[src/rtl/alu_uart_host_if.sv]
// Host-side bundle for alu_uart_host: request/operands in,
// serial link to the ALU target and result/status out.
interface alu_uart_host_if #(
    parameter int N_DATA       = 8,
    parameter int NB_OPERATION = 6
);
    logic                    i_tick;
    logic                    i_start;
    logic [N_DATA-1:0]       i_data_a;
    logic [N_DATA-1:0]       i_data_b;
    logic [NB_OPERATION-1:0] i_op;
    logic                    i_rx;
    logic                    o_tx;
    logic                    o_busy;
    logic                    o_done;
    logic [N_DATA-1:0]       o_result;
    logic                    o_error;

    modport master (
        output i_tick, i_start, i_data_a, i_data_b, i_op, i_rx,
        input  o_tx, o_busy, o_done, o_result, o_error
    );

    modport slave (
        input  i_tick, i_start, i_data_a, i_data_b, i_op, i_rx,
        output o_tx, o_busy, o_done, o_result, o_error
    );
endinterface

[src/rtl/alu_uart_host.sv]
// UART host for a remote ALU: sends A, B and opcode as 8N1 frames,
// then waits (with timeout) for a one-byte result frame.
module alu_uart_host #(
    parameter int N_DATA        = 8,
    parameter int NB_OPERATION  = 6,
    parameter int N_OVERSAMPLE  = 16,
    parameter int TIMEOUT_TICKS = 4096
) (
    input  logic          i_clk,
    input  logic          i_rst,
    alu_uart_host_if.slave bus
);
    localparam int TW = $clog2(N_OVERSAMPLE);
    localparam int BW = $clog2(N_DATA + 2);
    localparam int CW = $clog2(TIMEOUT_TICKS + 1);

    localparam logic [TW-1:0] TICK_LAST = TW'(N_OVERSAMPLE - 1);
    localparam logic [TW-1:0] TICK_MID  = TW'(N_OVERSAMPLE / 2 - 1);
    localparam logic [BW-1:0] BIT_DEND  = BW'(N_DATA);
    localparam logic [BW-1:0] BIT_STOP  = BW'(N_DATA + 1);
    localparam logic [CW-1:0] TO_LAST   = CW'(TIMEOUT_TICKS - 1);

    typedef enum logic [2:0] {
        IDLE,
        SEND_A,
        SEND_B,
        SEND_OP,
        WAIT_RES,
        RECV,
        DONE
    } state_t;

    state_t                  state_q, state_d;
    logic [TW-1:0]           tick_q, tick_d;
    logic [BW-1:0]           bit_q, bit_d;
    logic [CW-1:0]           to_q, to_d;
    logic [N_DATA-1:0]       sh_q, sh_d;
    logic [N_DATA-1:0]       b_q, b_d;
    logic [NB_OPERATION-1:0] op_q, op_d;
    logic [N_DATA-1:0]       rsh_q, rsh_d;
    logic [N_DATA-1:0]       res_q, res_d;
    logic                    err_q, err_d;
    logic                    tx_q, tx_d;
    logic                    rx_meta_q, rx_sync_q;

    always_ff @(posedge i_clk or negedge i_rst) begin
        if (!i_rst) begin
            state_q   <= IDLE;
            tick_q    <= '0;
            bit_q     <= '0;
            to_q      <= '0;
            sh_q      <= '0;
            b_q       <= '0;
            op_q      <= '0;
            rsh_q     <= '0;
            res_q     <= '0;
            err_q     <= 1'b0;
            tx_q      <= 1'b1;
            rx_meta_q <= 1'b1;
            rx_sync_q <= 1'b1;
        end else begin
            state_q   <= state_d;
            tick_q    <= tick_d;
            bit_q     <= bit_d;
            to_q      <= to_d;
            sh_q      <= sh_d;
            b_q       <= b_d;
            op_q      <= op_d;
            rsh_q     <= rsh_d;
            res_q     <= res_d;
            err_q     <= err_d;
            tx_q      <= tx_d;
            rx_meta_q <= bus.i_rx;
            rx_sync_q <= rx_meta_q;
        end
    end

    always_comb begin
        state_d = state_q;
        tick_d  = tick_q;
        bit_d   = bit_q;
        to_d    = to_q;
        sh_d    = sh_q;
        b_d     = b_q;
        op_d    = op_q;
        rsh_d   = rsh_q;
        res_d   = res_q;
        err_d   = err_q;
        tx_d    = tx_q;
        unique case (state_q)
            IDLE: begin
                if (bus.i_start) begin
                    state_d = SEND_A;
                    sh_d    = bus.i_data_a;
                    b_d     = bus.i_data_b;
                    op_d    = bus.i_op;
                    tx_d    = 1'b0;
                    tick_d  = '0;
                    bit_d   = '0;
                    to_d    = '0;
                end
            end
            SEND_A, SEND_B, SEND_OP: begin
                if (bus.i_tick) begin
                    if (tick_q != TICK_LAST) begin
                        tick_d = tick_q + 1'b1;
                    end else begin
                        tick_d = '0;
                        if (bit_q < BIT_DEND) begin
                            tx_d  = sh_q[0];
                            sh_d  = sh_q >> 1;
                            bit_d = bit_q + 1'b1;
                        end else if (bit_q == BIT_DEND) begin
                            tx_d  = 1'b1;
                            bit_d = bit_q + 1'b1;
                        end else begin
                            // stop bit done: next start bit follows at once
                            bit_d = '0;
                            tx_d  = 1'b0;
                            if (state_q == SEND_A) begin
                                state_d = SEND_B;
                                sh_d    = b_q;
                            end else if (state_q == SEND_B) begin
                                state_d = SEND_OP;
                                sh_d    = N_DATA'(op_q);
                            end else begin
                                state_d = WAIT_RES;
                                tx_d    = 1'b1;
                                to_d    = '0;
                            end
                        end
                    end
                end
            end
            WAIT_RES: begin
                if (bus.i_tick) begin
                    to_d = to_q + 1'b1;
                    if (!rx_sync_q) begin
                        state_d = RECV;
                        tick_d  = '0;
                        bit_d   = '0;
                    end else if (to_q == TO_LAST) begin
                        state_d = DONE;
                        err_d   = 1'b1;
                    end
                end
            end
            RECV: begin
                if (bus.i_tick) begin
                    if (bit_q == '0) begin
                        // mid start bit: a high line means it was a glitch
                        if (tick_q == TICK_MID) begin
                            tick_d = '0;
                            if (rx_sync_q) begin
                                state_d = WAIT_RES;
                            end else begin
                                bit_d = bit_q + 1'b1;
                            end
                        end else begin
                            tick_d = tick_q + 1'b1;
                        end
                    end else if (tick_q == TICK_LAST) begin
                        tick_d = '0;
                        if (bit_q == BIT_STOP) begin
                            state_d = DONE;
                            err_d   = !rx_sync_q;
                            if (rx_sync_q) begin
                                res_d = rsh_q;
                            end
                        end else begin
                            rsh_d = {rx_sync_q, rsh_q[N_DATA-1:1]};
                            bit_d = bit_q + 1'b1;
                        end
                    end else begin
                        tick_d = tick_q + 1'b1;
                    end
                end
            end
            DONE: begin
                state_d = IDLE;
            end
            default: begin
                state_d = IDLE;
            end
        endcase
    end

    assign bus.o_tx     = tx_q;
    assign bus.o_busy   = (state_q != IDLE);
    assign bus.o_done   = (state_q == DONE);
    assign bus.o_result = res_q;
    assign bus.o_error  = err_q;
endmodule

[src/flat_wrapper.sv]
// flat-port wrapper written by rule: the top's interface ports become plain ports
module alu_uart_host_flat 
#(
    parameter int N_DATA        = 8,
    parameter int NB_OPERATION  = 6,
    parameter int N_OVERSAMPLE  = 16,
    parameter int TIMEOUT_TICKS = 4096
)
  (i_clk, i_rst, bus_i_tick, bus_i_start, bus_i_data_a, bus_i_data_b, bus_i_op, bus_i_rx, bus_o_tx, bus_o_busy, bus_o_done, bus_o_result, bus_o_error);
  alu_uart_host_if #(.N_DATA(N_DATA), .NB_OPERATION(NB_OPERATION)) bus_i ();
  input  logic i_clk;
  input  logic i_rst;
  input wire logic [$bits(bus_i.i_tick)-1:0] bus_i_tick;
  input wire logic [$bits(bus_i.i_start)-1:0] bus_i_start;
  input wire logic [$bits(bus_i.i_data_a)-1:0] bus_i_data_a;
  input wire logic [$bits(bus_i.i_data_b)-1:0] bus_i_data_b;
  input wire logic [$bits(bus_i.i_op)-1:0] bus_i_op;
  input wire logic [$bits(bus_i.i_rx)-1:0] bus_i_rx;
  output wire logic [$bits(bus_i.o_tx)-1:0] bus_o_tx;
  output wire logic [$bits(bus_i.o_busy)-1:0] bus_o_busy;
  output wire logic [$bits(bus_i.o_done)-1:0] bus_o_done;
  output wire logic [$bits(bus_i.o_result)-1:0] bus_o_result;
  output wire logic [$bits(bus_i.o_error)-1:0] bus_o_error;
  assign bus_i.i_tick = bus_i_tick;
  assign bus_i.i_start = bus_i_start;
  assign bus_i.i_data_a = bus_i_data_a;
  assign bus_i.i_data_b = bus_i_data_b;
  assign bus_i.i_op = bus_i_op;
  assign bus_i.i_rx = bus_i_rx;
  assign bus_o_tx = bus_i.o_tx;
  assign bus_o_busy = bus_i.o_busy;
  assign bus_o_done = bus_i.o_done;
  assign bus_o_result = bus_i.o_result;
  assign bus_o_error = bus_i.o_error;
  alu_uart_host #(.N_DATA(N_DATA), .NB_OPERATION(NB_OPERATION), .N_OVERSAMPLE(N_OVERSAMPLE), .TIMEOUT_TICKS(TIMEOUT_TICKS)) u_core (.i_clk(i_clk), .i_rst(i_rst), .bus(bus_i));
endmodule
[config.mk]
export PLATFORM = sky130hd
export DESIGN_NAME = alu_uart_host_flat
export DESIGN_NICKNAME = d
export VERILOG_FILES = /design/src/rtl/alu_uart_host_if.sv /design/src/rtl/alu_uart_host.sv /design/src/flat_wrapper.sv
export SDC_FILE = /design/constraint.sdc
export NUM_CORES = 1
export LEC_CHECK = 0
export BUFFER_PORTS_ARGS = -buffer_cell sky130_fd_sc_hd__buf_2
export CAP_MARGIN = 20
export CORE_MARGIN = 2
export CORE_UTILIZATION = 65
export CTS_BUF_LIST = sky130_fd_sc_hd__clkbuf_2 sky130_fd_sc_hd__clkbuf_4 sky130_fd_sc_hd__clkbuf_8
export CTS_CLUSTER_SIZE = 25
export DETAILED_ROUTE_END_ITERATION = 10
export PLACE_DENSITY = 0.87
export SYNTH_ARGS = -nofsm -noshare
export SYNTH_HDL_FRONTEND = slang
export SYNTH_SLANG_ARGS = --single-unit
[constraint.sdc]
create_clock -name i_clk -period 4 [get_ports i_clk]
set_clock_uncertainty 0.05 [all_clocks]
set_input_delay 0.4 -clock i_clk [delete_from_list [all_inputs] [get_ports i_clk]]
set_output_delay 0.4 -clock i_clk [all_outputs]
set_load 0.05 [all_outputs]
==> qor.yml, run 1 <==
floorplanning:
  core_area_um2: 5070
  die_area_um2: 5800
  die_h_um: 76.1
  initial_core_util_pct: 66.6
  ioPinCount: 39
  die-width_um: 76.1
  fp-row-count: 26
sta:
  setup-tns-final_ns: 0
  rsz0062_at_grt: "no"
  min_period_ns: 2.53
  fmax_mhz: 395
  hold_slack_ns: 0.0380
  max-slew-margin-rel_pct: 32.0
  setup-violations-final: 0
  drv_slew: 0
  finalHoldViolations: 0
  finalCritPeriodShare_pct: 63.4
  fin_ws_ns: 1.47
  tightest_slew_ns: 1.01
cells_and_area:
  seqCellArea_um2: 1660
  nets: 419
  areaGrowthSynthToFinish_pct: 11.6
  drive_above_1_share_pct: 22.2
  n_antenna_cell: 0
  multi_input_area_um2: 1610
  stdcell_count: 462
  n_fill_cell: 368
min_path:
  hold_class: "in -> async"
pwr:
  p_total_uw: 2440
  max-vdd-ir-drop_mv: 0.363
  power_density_nw_per_um2: 645
  leakagePower_uw: 0.00179
global_route:
  grt_pass1_vias: 2646
  grt_antenna_before_repair: 0
  grt_max_degree: 36
  grt_pass1_wl_um: 12200
  grt-ovfl-total: 0
  track_usage_pct: 26.6
clock_network:
  htreeDepth: 3
  numCtsBuffers: 9
  cts_resized: 0
  clock-sinks: 66
  cts_tree: "done"
  worstSkewPairLatency_ns: 0.35
  clk_pin_slew_ns: 0.07
  clockRootBuffer: "clkbuf_8"
  clockBufferDepth: 2
  postCtsHoldBufs: 0
  post_cts_buffers: 0
logic_synthesis:
  ys_seq_area_share_pct: 48.9
  synth_nets: 384
  yosysMostFrequentCell: "nand2_1"
  ys.flop_type: "dfrtp_1"
  synth_top_family_by_area: "simple AND/OR/NAND/NOR gates"
  synth_area_um2: 3380
  synthTopCellsByCount: "nand2_1 (76), dfrtp_1 (63), nor2_1 (27)"
  synth-async-reset-ratio_pct: 100
  yosys-mux-area-fraction_pct: 7.73
  synth_edf_count: 0
  yosys.area_share.simple_pct: 21.8
  ys_top_cells_by_area: "dfrtp_1 (47%), nand2_1 (8.4%), mux2_2 (5.7%)"
  post_synth_inst_count: 352
  synth_compound_area_share_pct: 13.5
  synth-seq-cells: 66
  yosysWarnings: 0
  synth_top_area_share_pct: 46.6
  syn_area_per_cell_um2: 9.61
  synth_top_area_cell: "dfrtp_1"
  synthAdderAreaFrac_pct: 2.44
  ys_types: 54
  synth-xor-area-share_pct: 2.07
critical_path:
  crit_slowest_cell: "a221oi_2"
  cp.arrival_ns: 2.66
  reg2reg_from: "u_core.state_q[1]$_DFFE_PN0P_"
  timing.rr.end: "u_core.sh_q[4]$_DFFE_PN0P_"
  cp-endpoint: "u_core.sh_q[4]$_DFFE_PN0P_"
  cp.required_ns: 4.12
  reg2reg_depth: 4
  start_kind: "flop"
  end_kind: "flop"
  reg2reg_slack_ns: 1.47
  max_stage_delay_ns: 0.83
  path_max_fanout: 16
  crit_type: "reg -> reg"
  path_cells: "nor2_1 -> nand2_1 -> a221oi_2 -> a31oi_1"
  cp-startpoint: "u_core.state_q[1]$_DFFE_PN0P_"
routing:
  drtIter0Drc: 183
  vias: 2682
  dr.pass1.iters: 4
  drc: 0
  avgViaCountPerCell: 5.81
  drt-total-wl_um: 6930
  ant_nets: 0
  wl_per_cell_um: 15.0
place:
  dp_cells: 446
  io_buffers: 38
  gp_congestion: 0.920
  post-dp-hpwl_um: 4940
  dp_slack_ns: 1.48
run_status:
  status: "complete, no violations"
flow_run:
  cap_viol_max_count: 0
worst min-delay path by stage:
stage	startpoint	to	cells past startpoint
2_1_floorplan	i_rst	u_core.b_q[0]$_DFFE_PN0P_	0
3_3_place_gp	u_core.rx_meta_q$_DFF_PN1_	u_core.rx_sync_q$_DFF_PN1_	0
3_5_place_dp	u_core.rx_meta_q$_DFF_PN1_	u_core.rx_sync_q$_DFF_PN1_	0
4_1_cts	i_rst	u_core.to_q[5]$_DFFE_PN0P_	1
5_1_grt	bus_i_rx	u_core.rx_meta_q$_DFF_PN1_	1
6_report	i_rst	u_core.to_q[7]$_DFFE_PN0P_	1
cell type report:
| class | instances | area share (%) |
|---|---|---|
| flip-flops and latches | 66 | 43.9 |
| clock buffers | 11 | 3.84 |
| inverters | 10 | 0.994 |
| multi-input cells | 259 | 42.6 |
| repair buffers | 41 | 5.63 |
| clock inverters | 5 | 0.795 |
| well taps | 70 | 2.32 |
worst max-delay path: cells and delay by family, from the launching register on:
family,cells,cell delay [ns]
AO/OA/AOI/OAI,2,1.01
flip-flops,1,0.55
AND/OR/NAND/NOR,2,0.73
per-stage QoR:
stage,area [um^2],util [%]
finish,3770,74.4
detailed placement,3600,70.9
CTS,3770,74.4
floorplan,3380,-
global placement,3600,70.9
global route,3770,74.4
sequential cells by signal, indices dropped and copies added, names as in the netlist:
signal / count
u_core.rx_sync_q: 1
u_core.bit_q: 4
u_core.sh_q: 8
u_core.bus.o_result: 8
u_core.rsh_q: 8
u_core.to_q: 13
u_core.rx_meta_q: 1
u_core.op_q: 6
u_core.bus.o_error: 1
u_core.bus.o_tx: 1
u_core.state_q: 3
u_core.b_q: 8
u_core.tick_q: 4
cells in the final DEF (no fill, tap or decap), drive strengths merged, types with 3 or more instances in the layout:
master    n
clkinv    3
inv      10
nor2     27
a211oi    3
o211ai    7
a21oi     9
dfstp     3
o21ai    16
and2      3
dfrtp    63
ha        5
nand2b    4
nand2    76
xnor2     7
or4       3
o31ai     6
a2111oi   3
buf      41
clkbuf   11
nand3    14
a31oi     9
and3      5
mux2i     7
mux2     17
nor2b     6
layer usage:
layer / GRT usage [%] / vias to the layer above / share of wire, %
met5: 0 / - / 0
met4: 7.64 / 0 / 1.8
met3: 8.41 / 13 / 4.9
met2: 41.7 / 77 / 48
met1: 36.0 / 1278 / 45
li1: - / 1314 / -
kinds of logic (layout without fill, tap and decap cells):
logic type / count (synthesis) / after routing
AOI/OAI and AO/OA: 65 / 65
xor gates and xnor gates: 8 / 8
buffers and inverters: 27 / 67
adders and majority gates: 7 / 7
and+or+nand+nor: 155 / 155
muxes: 24 / 24
DFF: 66 / 66
power breakdown:
part / switching (uW) / internal, uW
clock network: 253 / 245
registers: 186 / 835
logic: 573 / 345
total: 1010 / 1420
Note: power is estimated with default switching activity, not from simulation.
==> run 2: changes to the inputs <==
- CORE_UTILIZATION: 65 -> 55
- PLACE_DENSITY: 0.87 -> 0.79
- clock period: 4 -> 2.2 ns (I/O delays scaled with it)
==> run 2 against run 1 <==
Critical path depth rose by 2. Worst setup slack got worse by 1.4 ns. Hold slack worse by 0.021 ns. Global-route usage down 2.4 points. Largest power group is now combinational cells. First-iteration DRC count increased by 15%. Sequential share of layout area is 2.7 points lower. Clock power grew 140%. Combinational power increased by 120%.
==> qor.yml, run 2 (synthesis results as in run 1) <==
critical_path:
  cp.arrival_ns: 2.29
  start_kind: "flop"
  max_stage_delay_ns: 0.57
  reg2reg_slack_ns: 0.08
  timing.rr.end: "u_core.rsh_q[6]$_DFFE_PN0P_"
  path_max_fanout: 8
  reg2reg_from: "u_core.bit_q[1]$_DFFE_PN0P_"
  end_kind: "flop"
  crit_type: "reg -> reg"
  path_cells: "inv_1 -> ha_2 -> nor2b_1 -> a21oi_1 -> o21ai_1 -> mux2_2"
  reg2reg_depth: 6
  cp.required_ns: 2.37
  crit_slowest_cell: "o21ai_1"
min_path:
  timing.hold.worst_path_depth: 3
  hold_class: "in -> reg"
  min_from: "bus_i_op[3]"
  hold-path-endpoint: "u_core.op_q[3]$_DFFE_PN0P_"
pwr:
  p_total_uw: 4990
  power_density_nw_per_um2: 1240
  max-vdd-ir-drop_mv: 0.779
  leakagePower_uw: 0.00193
sta:
  finalCritPeriodShare_pct: 96.4
  fmax_mhz: 471
  max-slew-margin-rel_pct: 52.8
  fin_ws_ns: 0.0786
  tightest_slew_ns: 0.703
  finalHoldViolations: 0
  min_period_ns: 2.12
  drv_slew: 0
  setup-violations-final: 0
place:
  gp_congestion: 0.968
  io_buffers: 38
  dp_slack_ns: 0.000634
  post-dp-hpwl_um: 5450
  placed_area_um2: 3760
cells_and_area:
  final_util_pct: 68.1
  mostFrequentLayoutCells: "nand2_1 (76), dfrtp_1 (61), buf_2 (38)"
  final_area_um2: 4030
  multi_input_area_um2: 1630
  n_fill_cell: 448
  layout_commonest_cell: "nand2_1"
  drive_above_1_share_pct: 27.1
  seqCellArea_um2: 1660
  largest_reg_flops: 13
  nets: 440
  regMostFlops: "u_core.to_q"
  areaGrowthSynthToFinish_pct: 19.2
  n_antenna_cell: 0
routing:
  drt-total-wl_um: 7650
  drc: 0
  drtIter0Drc: 211
  avgViaCountPerCell: 5.77
  dr.pass1.iters: 4
  wl_per_cell_um: 15.7
  ant_nets: 0
  vias: 2814
global_route:
  grt_max_degree: 26
  grt_antenna_before_repair: 0
  track_usage_pct: 24.2
  grt_pass1_wl_um: 12600
  grt-ovfl-total: 0
  grt_pass1_vias: 2704
clock_network:
  cts_tree: "done"
  clockRootBuffer: "clkbuf_8"
  worstSkewPairLatency_ns: 0.34
  numCtsBuffers: 9
  post_cts_buffers: 0
  clockBufferDepth: 2
  htreeDepth: 3
  clk_pin_slew_ns: 0.07
  clock-sinks: 66
floorplanning:
  die_area_um2: 6790
  initial_core_util_pct: 57.1
  fp-row-count: 28
  ioPinCount: 39
  core_area_um2: 5920
  die_h_um: 82.4
  die-width_um: 82.4
run_status:
  status: "complete, no violations"
flow_run:
  cap_viol_max_count: 0
-- run 2: changes by cell type in the layout (fill, tap and decap cells not counted), moves of 2 or more --
cell / before / now
dfrtp_1: 63 / 61
ha_2: 0 / 2
bufinv_16: 0 / 2
dlygate4sd3_1: 0 / 2
ha_1: 5 / 3
dfrtp_2: 0 / 2
clkinvlp_4: 2 / 0
clkinv_2: 3 / 1
buf_4: 3 / 22
-- run 2: worst max-delay path: cells and delay by family (launching register included) --
kind / cells / cell delay, ns
AND/OR/NAND/NOR: 1 / 0.23
adder cells (fa/ha/maj): 1 / 0.20
multiplexers: 1 / 0.41
AO/OA/AOI/OAI: 2 / 0.66
buffers and inverters: 1 / 0.08
flip-flops: 1 / 0.38
-- run 2: cell type report --
type,instances,share of cell area (%)
clock inverter,4,1.83
tap,75,2.33
clock buffer,12,3.94
timing repair buffer,62,9.31
multi-input combinational,259,40.5
inverter,10,0.931
sequential,66,41.1
-- run 2: timing repair --
action / CTS / global route
endpoints found under the setup margin: 1 / 10
gates resized for setup: 1 / 5
cloned: 0 / 0
hold endpoints to repair: 21 / 0
hold buffers: 2 / 0
pin swaps: 0 / 2
-- run 2: where the power goes --
group / switching, uW / total [uW] / internal (uW)
Clock: 467 / 1180 / 714
Sequential: 264 / 1790 / 1520
Combinational: 1210 / 2020 / 810
Total: 1940 / 4990 / 3050
-- run 2: how the worst max path moves through the flow --
stage                            startpoint                           end  slack [ns]  depth (start not counted)
5_1_grt         u_core.bit_q[1]$_DFFE_PN0P_   u_core.rsh_q[3]$_DFFE_PN0P_       -0.01                          6
3_3_place_gp    u_core.bit_q[1]$_DFFE_PN0P_  u_core.tick_q[3]$_DFFE_PN0P_        0.04                          7
6_report        u_core.bit_q[1]$_DFFE_PN0P_   u_core.rsh_q[6]$_DFFE_PN0P_        0.08                          6
4_1_cts        u_core.tick_q[0]$_DFFE_PN0P_    u_core.to_q[7]$_DFFE_PN0P_        0.02                          6
3_5_place_dp    u_core.bit_q[1]$_DFFE_PN0P_  u_core.tick_q[3]$_DFFE_PN0P_      0.0006                          7
2_1_floorplan   u_core.bit_q[0]$_DFFE_PN0P_    u_core.to_q[7]$_DFFE_PN0P_     -0.0007                          9
-- run 2: per-layer routing --
metal / global-route usage, % / wire length [um] / vias to the layer above
met5: 0 / 0 / -
met4: 8.17 / 36 / 0
met3: 6.41 / 365 / 6
met2: 36.3 / 3790 / 77
met1: 34.0 / 3450 / 1384
li1: - / - / 1347
-- run 2: per-stage QoR --
| stage | hold WS (ns) | std cells | setup TNS (ns) |
|---|---|---|---|
| 2_1_floorplan | -0.126 | 352 | -0.000709 |
| 3_3_place_gp | 0.163 | 470 | 0 |
| 3_5_place_dp | 0.169 | 470 | 0 |
| 4_1_cts | 0.00521 | 488 | 0 |
| 5_1_grt | 0.00416 | 488 | -0.0424 |
| 6_report | 0.0168 | 488 | 0 |
==> run 3: changes to the inputs <==
- CORE_UTILIZATION: 55 -> 60
- PLACE_DENSITY: 0.79 -> 0.82
- clock period: 2.2 -> 2.1 ns (I/O delays scaled with it)
==> run 3 against run 2 <==
The run now ends with negative setup slack left. Worst setup slack got worse by 0.16 ns. Total power rose by 9.4%. Count of clock-buffer cells in the layout decreased by 1. Cell count grew 2.9%.
==> qor.yml, run 3 (synthesis results as in run 1) <==
cells_and_area:
  final_util_pct: 77.8
  layout_commonest_cell: "nand2_1"
  stdcell_count: 502
  largest_reg_flops: 13
  n_antenna_cell: 0
  regMostFlops: "u_core.to_q"
  mostFrequentLayoutCells: "nand2_1 (75), dfrtp_1 (62), buf_2 (38)"
  areaGrowthSynthToFinish_pct: 25.9
  drive_above_1_share_pct: 32.3
  nets: 457
floorplanning:
  fp-row-count: 27
  core_area_um2: 5470
  die_area_um2: 6250
  ioPinCount: 39
  die_h_um: 79.1
  die-width_um: 79.1
  initial_core_util_pct: 61.8
critical_path:
  path_max_fanout: 5
  crit_type: "reg -> reg"
  reg2reg_slack_ns: -0.08
  cp.arrival_ns: 2.35
  start_kind: "flop"
  end_kind: "flop"
  cp.required_ns: 2.27
clock_network:
  cts_tree: "done"
  worstSkewPairLatency_ns: 0.34
  htreeDepth: 3
  clk_pin_slew_ns: 0.08
  clock-sinks: 66
  clockRootBuffer: "clkbuf_8"
  numCtsBuffers: 9
  clockBufferDepth: 2
sta:
  tightest_slew_ns: 0.504
  finalHoldViolations: 0
  setup-tns-final_ns: -0.115
  fin_ws_ns: -0.0834
  setup-violations-final: 3
  max-slew-margin-rel_pct: 66.3
  finalCritPeriodShare_pct: 104
  drv_slew: 0
  min_period_ns: 2.18
  rsz0062_at_grt: "yes"
  fmax_mhz: 458
global_route:
  grt_max_degree: 36
  grt-ovfl-total: 0
  track_usage_pct: 25.4
  grt_antenna_before_repair: 0
  grt_pass1_vias: 2678
  grt_pass1_wl_um: 12300
place:
  gp_congestion: 0.920
  io_buffers: 38
  dp_cells: 476
  post-dp-hpwl_um: 5230
  dp_slack_ns: -0.0827
routing:
  drtIter0Drc: 333
  dr.pass1.iters: 5
  vias: 3004
  avgViaCountPerCell: 5.98
  ant_nets: 0
  drt-total-wl_um: 8390
  wl_per_cell_um: 16.7
  drc: 0
pwr:
  max-vdd-ir-drop_mv: 0.755
  power_density_nw_per_um2: 1280
  leakagePower_uw: 0.00201
  p_total_uw: 5460
run_status:
  status: "complete, but fails checks"
  violations: "negative setup slack"
flow_run:
  cap_viol_max_count: 0
min_path:
  hold_class: "in -> reg"
[run 3: changes by cell type in the layout (fill, tap and decap cells not counted), sizes merged]
cell / before / now
clkbuf: 12 / 11
clkinv: 2 / 0
bufinv: 2 / 1
or4: 3 / 4
clkinvlp: 0 / 3
inv: 10 / 11
buf: 60 / 76
[run 3: through the flow]
stage          hold slack, ns  cell area [um^2]
2_1_floorplan          -0.136              3400
3_3_place_gp          -0.0481              3840
3_5_place_dp          -0.0495              3840
4_1_cts               0.00173              4090
5_1_grt              0.000407              4260
6_report              0.00613              4260
[run 3: layer usage]
metal  up-vias  share of wire [%]  global-route usage [%]
met1      1471                 42                    34.5
met5         -                  0                       0
met4         0                2.4                    10.5
met2       116                 50                    40.3
met3        28                5.5                    5.00
li1       1389                  -                       -
[run 3: critical path, stage by stage (launching register included)]
cell      delay [ns]
dfrtp_1         0.39
ha_2            0.21
nand4_2         0.16
or4_4           0.60
a211oi_1        0.43
xnor2_1         0.18
nor2_1          0.06
[run 3: area by class of cell]
| cell class | instances | area [um^2] |
|---|---|---|
| multi-input cells | 260 | 1750 |
| inverters | 10 | 37.5 |
| clock buffers | 11 | 151 |
| clock inverters | 5 | 61.3 |
| well taps | 72 | 90.1 |
| flip-flops and latches | 66 | 1660 |
| fillers | 347 | 1220 |
| repair buffers | 78 | 512 |
[run 3: what timing repair did]
action / 4_1_cts / 5_1_grt
buffers inserted: 0 / 7
endpoints found under the hold margin: 64 / 0
setup endpoints to repair: 5 / 12
hold buffers: 2 / 0
pin swaps: 0 / 8
gates cloned: 0 / 1
gates resized for setup: 2 / 20
[run 3: power breakdown]
part           switching [uW]  internal [uW]  leakage [uW]
Sequential                272           1590      0.000847
Clock                     504            617     0.0000982
Combinational            1440           1030       0.00106
[run 3: final timing paths]
check                                              from                          end  cells after the start
min reg2reg                  u_core.rx_meta_q$_DFF_PN1_   u_core.rx_sync_q$_DFF_PN1_                      0
max reg2reg                u_core.tick_q[1]$_DFFE_PN0P_   u_core.to_q[8]$_DFFE_PN0P_                      6
min                                         bus_i_op[2]   u_core.op_q[2]$_DFFE_PN0P_                      3
max                        u_core.tick_q[1]$_DFFE_PN0P_   u_core.to_q[8]$_DFFE_PN0P_                      6
max in group asynchronous                         i_rst  u_core.bus.o_tx$_DFFE_PN1P_                      3
min in group asynchronous                         i_rst   u_core.to_q[0]$_DFFE_PN0P_                      2
